## src/rtl/regfile_pkg.sv

```systemverilog
// Shared register-file definitions: destination-select encodings, the hardwired
// zero index and default geometry used by decode, hazard and register-file blocks.
package regfile_pkg;

  localparam int DEF_DATA_W = 32;
  localparam int DEF_ADDR_W = 5;
  localparam int ZERO_REG   = 0;

  typedef enum logic [1:0] {
    DEST_RT   = 2'd0,
    DEST_RD   = 2'd1,
    DEST_LINK = 2'd2,
    DEST_NONE = 2'd3
  } dest_sel_e;

endpackage

```

## src/rtl/regfile_scoreboard.sv

```systemverilog
// Busy-bit scoreboard: one pending flag per register, set at load/multicycle
// issue and cleared by the writeback that delivers the result.
module regfile_scoreboard
  import regfile_pkg::*;
#(
  parameter int ADDR_W = DEF_ADDR_W,
  parameter int NUM_RD = 2
) (
  input  logic                     clk,
  input  logic                     reset,
  input  logic                     set,
  input  logic [ADDR_W-1:0]        set_addr,
  input  logic                     clr,
  input  logic [ADDR_W-1:0]        clr_addr,
  input  logic [NUM_RD*ADDR_W-1:0] look_addr,
  output logic [NUM_RD-1:0]        look_busy,
  output logic                     any
);

  localparam int DEPTH = 2 ** ADDR_W;

  logic [DEPTH-1:0] busy;
  logic [DEPTH-1:0] busy_clr;
  logic [DEPTH-1:0] busy_nxt;

  // Lookups see the clear of a same-cycle write but not a same-cycle set,
  // so a bypassed read reports the register as available.
  always_comb begin
    busy_clr = busy;
    if (clr) busy_clr[clr_addr] = 1'b0;
    busy_nxt = busy_clr;
    if (set) busy_nxt[set_addr] = 1'b1;
    busy_nxt[ZERO_REG] = 1'b0;
  end

  always_ff @(posedge clk) begin
    if (!reset) busy <= '0;
    else        busy <= busy_nxt;
  end

  for (genvar p = 0; p < NUM_RD; p++) begin : g_look
    assign look_busy[p] = busy_clr[look_addr[p*ADDR_W +: ADDR_W]];
  end

  assign any = |busy;

endmodule

```

## src/rtl/regfile_mp.sv

```systemverilog
// Multi-read-port MIPS register file with rt/rd/link destination mux,
// write-through bypass, hardwired $0 and a busy-bit scoreboard for hazards.
module regfile_mp
  import regfile_pkg::*;
#(
  parameter int DATA_W   = DEF_DATA_W,
  parameter int ADDR_W   = DEF_ADDR_W,
  parameter int NUM_RD   = 2,
  parameter int LINK_REG = 31
) (
  input  logic                     clk,
  input  logic                     reset,
  input  logic [NUM_RD-1:0]        rd_en,
  input  logic [NUM_RD*ADDR_W-1:0] rd_addr,
  output logic [NUM_RD*DATA_W-1:0] rd_data,
  output logic [NUM_RD-1:0]        rd_busy,
  input  logic                     wr_en,
  input  logic [1:0]               dest_sel,
  input  logic [ADDR_W-1:0]        field_rt,
  input  logic [ADDR_W-1:0]        field_rd,
  input  logic [DATA_W-1:0]        wr_data,
  input  logic                     sb_set,
  input  logic [ADDR_W-1:0]        sb_addr,
  output logic                     sb_any
);

  localparam int DEPTH = 2 ** ADDR_W;
  localparam logic [ADDR_W-1:0] ZERO_ADDR = ADDR_W'(ZERO_REG);
  localparam logic [ADDR_W-1:0] LINK_ADDR = ADDR_W'(LINK_REG);

  logic [DATA_W-1:0] regs [DEPTH];
  logic [ADDR_W-1:0] wr_addr;
  logic              wr_eff;
  logic [NUM_RD-1:0] look_busy;
  dest_sel_e         dsel;

  assign dsel = dest_sel_e'(dest_sel);

  always_comb begin
    wr_addr = field_rt;
    case (dsel)
      DEST_RT:   wr_addr = field_rt;
      DEST_RD:   wr_addr = field_rd;
      DEST_LINK: wr_addr = LINK_ADDR;
      default:   wr_addr = field_rt;
    endcase
  end

  // A write only counts when it actually lands: reserved select and $0 drop it.
  assign wr_eff = wr_en && (dsel != DEST_NONE) && (wr_addr != ZERO_ADDR);

  always_ff @(posedge clk) begin
    if (!reset) begin
      for (int i = 0; i < DEPTH; i++) regs[i] <= '0;
    end else if (wr_eff) begin
      regs[wr_addr] <= wr_data;
    end
  end

  regfile_scoreboard #(
    .ADDR_W (ADDR_W),
    .NUM_RD (NUM_RD)
  ) u_sb (
    .clk       (clk),
    .reset     (reset),
    .set       (sb_set && (sb_addr != ZERO_ADDR)),
    .set_addr  (sb_addr),
    .clr       (wr_eff),
    .clr_addr  (wr_addr),
    .look_addr (rd_addr),
    .look_busy (look_busy),
    .any       (sb_any)
  );

  for (genvar p = 0; p < NUM_RD; p++) begin : g_port
    logic [ADDR_W-1:0] addr;
    logic [DATA_W-1:0] data_p1;
    logic              busy_p1;

    assign addr = rd_addr[p*ADDR_W +: ADDR_W];

    // ---- stage p1: registered read with bypass ----
    always_ff @(posedge clk) begin
      if (!reset) begin
        data_p1 <= '0;
        busy_p1 <= 1'b0;
      end else if (rd_en[p]) begin
        if (addr == ZERO_ADDR)                data_p1 <= '0;
        else if (wr_eff && (wr_addr == addr)) data_p1 <= wr_data;
        else                                  data_p1 <= regs[addr];
        busy_p1 <= look_busy[p];
      end
    end

    assign rd_data[p*DATA_W +: DATA_W] = data_p1;
    assign rd_busy[p]                  = busy_p1;
  end

endmodule

```

## config.mk

```make
export PLATFORM = sky130hd
export DESIGN_NAME = regfile_mp
export DESIGN_NICKNAME = d
export VERILOG_FILES = /design/src/rtl/regfile_pkg.sv /design/src/rtl/regfile_scoreboard.sv /design/src/rtl/regfile_mp.sv
export SDC_FILE = /design/constraint.sdc
export NUM_CORES = 2
export LEC_CHECK = 0
export BUFFER_PORTS_ARGS = -buffer_cell sky130_fd_sc_hd__buf_2
export CORE_ASPECT_RATIO = 1.1
export CORE_UTILIZATION = 25
export DETAILED_ROUTE_END_ITERATION = 16
export PLACE_DENSITY = 0.48
export REMOVE_ABC_BUFFERS = 1
export SYNTH_ARGS = -nofsm -noshare
export SYNTH_HDL_FRONTEND = slang
export SYNTH_HIERARCHICAL = 1
export SYNTH_SLANG_ARGS = --single-unit
```

## constraint.sdc

```tcl
create_clock -name clk -period 12.4 [get_ports clk]
set_input_delay 0.62 -clock clk [delete_from_list [all_inputs] [get_ports clk]]
set_output_delay 0.62 -clock clk [all_outputs]
set_load 0.005 [all_outputs]
```

==> results.md <==
- Die span in y: 510 um
- Final min period: 5.20 ns
- Switching part of the total: 27.6%
- Worst Path Arrival: 5.69 ns
- Worst-case vdd ir drop: between 0.00015 and 0.0002 V
- Cell Pwr Density: approximately 150 nW/um2
- Kind of critical path: primary input to register
- Distinct cells, synth: 73
- Buffers on Ports: 131
- GPL Wtd Cong: 0.847
- Largest net degree at the start of global routing: 138
- RSZ-0062 raised after global routing: no
- Max cap viols: 0
- Die W: 464 um
- Antenna violations before repair: 4
- Antenna viol nets, final: 0
- Hold-fix buffers, CTS: 0
- Vias in the first global route: slightly above 40k
- Worst Hold Depth: 3
- Fraction of layout cells with a size suffix above 1: 25.4%
- Slew Limit Fails: 0
- Worst min path class: primary input to register
- Synth warn: 6
- Most used cell, CP: buf_4
- Worst-Skew Late Latency: 0.79 ns
- Clock power share: about two fifths
- CTS Sinks: between 1k and 1.5k
- Post-synthesis register bit count: 1121
- Drt drc: 0
- R2R depth: 5
- Final Util: 28.7%
- Gate Count Post-Synth: 4218
- Area Overhead vs Synth: 14.1%
- WL per Instance: 31.1 um
- Initial DRC count: 4305
- Cts bufs inserted: 130
- CTS tree: yes
- Startpoint Class: primary input
- Crit path max fanout: 64
- H-tree levels: 4
- Fin nets: 4178
- FF-to-FF Start: regs[7][10]$_SDFFCE_PN0P_
- CP endpoint kind: register
- Sequential share of the synthesized area: 55.8%
- Post-DR vias/cell: between 5 and 6
- Slowest CP cell: buf_4
- Setup TNS: 0 ns
- Post-Syn Area: 58600 um2
- Starting Density: 25.1%
- DP Wirelength: 132000 um
- P_int: between 0.007 and 0.008 W
- Vias: 40.8k
- Setup Skew: 0.0333 ns
- LEAKAGE: 20.4 nW
- Worst Hold Launch: rd_en[0]
- Hold Vio Cnt, Final: 0
- PostCTS Resize Cnt: 0
- Highest Clock Rate: between 150 and 200 MHz
- Async set-or-reset flop fraction in the synthesized netlist: 0%
- Clock slew at reported path FFs: 0.06 ns
- Setup Viol. Count Final: 0
- Slowest Stage Delay on Critical Path: ~0.87 ns
- Synth Flop Type: edfxtp_1
- Sw Pwr: 0.00272 W
- Seq pwr share: between 40% and 50%
- Worst path required time: between 10 and 15 ns
- Gr usage total: 18.9%
- Top cell type's share of synthesized area: 52.5%
- WL final: 228000 um
- Number of top-level pins: 132
- Post-CTS Setup Inserts: 0
- Die area: roughly 240000 um2
- Synth area leaders: edfxtp_1, mux4_2, nor3_1
- Mean Syn Cell Area: 13.9 um2
- Worst Tran Pin Value: 1.18 ns
- Count leader, synth: edfxtp_1
- Post-synth EDFFs: 1024
- Gr ovfl total: 0
- CP cell instances: buf_2 > inv_1 > ha_1 > nor2b_1 > a21o_1 > inv_2 > nor4_1 > nor2b_1 > nand4_1 > buf_4 > buf_4 > buf_4 > buf_4 > nor3_1
- Fin crit share: 41.9%
- First drt pass iteration count: 5
- First-pass GRT wire length: 323000 um
- Area leader, netlist: edfxtp_1
- Core ar.: 233000 um2
- Combinational share of power: between 10 and 15%
- FP Rows: 186
- Crit. Startpoint: dest_sel[0]
- Clock tree buffer depth: 3
- Worst slew margin: 20.8%
- Clock root buffer: clkbuf_16
- Status: complete, no violations
- Top cells by count, synth: edfxtp_1, nor3_1, mux4_2, clkbuf_1, mux2i_1
==> worst paths after layout <==
kind | slack [ns] | to
worst min register to register | 0.46 | g_port[0].data_p1[24]$_SDFFE_PN0P_
worst max-delay path | 7.20 | regs[27][29]$_SDFFCE_PN0P_
worst max register to register | 10.18 | g_port[0].data_p1[10]$_SDFFE_PN0P_
worst min-delay path | 0.22 | g_port[0].busy_p1$_SDFFE_PN0P_
==> placed cells by master, fill, tap and decap left out, drive strengths merged, types with 73 or more instances in the layout <==
| master | Yosys | final |
|---|---|---|
| edfxtp | 1024 | 1024 |
| nor3 | 1008 | 1008 |
| mux4 | 505 | 505 |
| buf | 215 | 267 |
| mux2i | 218 | 218 |
| nand2 | 180 | 180 |
| clkbuf | 324 | 170 |
| o22ai | 132 | 132 |
| dfxtp | 97 | 97 |
| nor2 | 82 | 82 |
| o21ai | 73 | 73 |
==> per-layer routing <==
layer	GRT usage (%)	vias to the layer above	wire [um]
met5	0	-	9
met4	5.42	2	6120
met3	4.08	284	19200
met2	30.2	1914	107000
met1	25.9	21800	95600
li1	-	16700	-
==> area by class of cell <==
class,count,area [um2]
diodes,1,2.50
clock buffers,170,3560
clock inverters,69,731
fillers,23600,166000
inverters,47,183
multi-input cells,2542,24000
flip-flops and latches,1121,32700
well taps,3102,3880
repair buffers,267,1800
==> sequential cells by signal, summed over array words and instances (netlist names) <==
signal,count
regs,1024
g_port.data_p1,64
u_sb/busy,31
g_port.busy_p1,2
==> worst max-delay path, delay by kind of cell <==
| family | cells | cell delay, ns |
|---|---|---|
| buffers and inverters | 7 | 2.84 |
| AOI/OAI and AO/OA | 1 | 0.19 |
| and+or+nand+nor | 5 | 1.42 |
| adders and majority gates | 1 | 0.51 |
==> per-stage QoR <==
stage / power [W] / hold slack [ns] / instance area [um2] / instances / setup WS [ns]
after global placement: 0.00592 / 0.448 / 62500 / 7079 / 6.52
after floorplan: 0.00522 / 0.457 / 56400 / 3710 / -0.414
after CTS: 0.00989 / 0.167 / 66800 / 7318 / 7.20
after global routing: 0.0101 / 0.254 / 66800 / 7318 / 6.85
after detailed placement: 0.00594 / 0.446 / 62500 / 7079 / 6.35
final: 0.00984 / 0.220 / 66800 / 7319 / 7.20
==> power by group through the flow <==
stage	registers, W	clock network [W]	logic (W)
after global routing	0.00449	0.00416	0.00146
after floorplan	0.00450	0	0.000721
final	0.00446	0.00398	0.00140
after detailed placement	0.00454	0	0.00140
after global placement	0.00452	0	0.00140
after CTS	0.00446	0.00403	0.00140
==> kinds of logic after synthesis <==
family                     share of synthesized area (%)
other                                            0.00640
muxes                                               23.3
DFF                                                 55.8
and+or+nand+nor                                     11.6
buffers and inverters                               4.20
AOI/OAI and AO/OA                                   4.79
xor gates and xnor gates                           0.167
adders and majority gates                         0.0855
No activity file was read; power rests on OpenSTA's default activity.
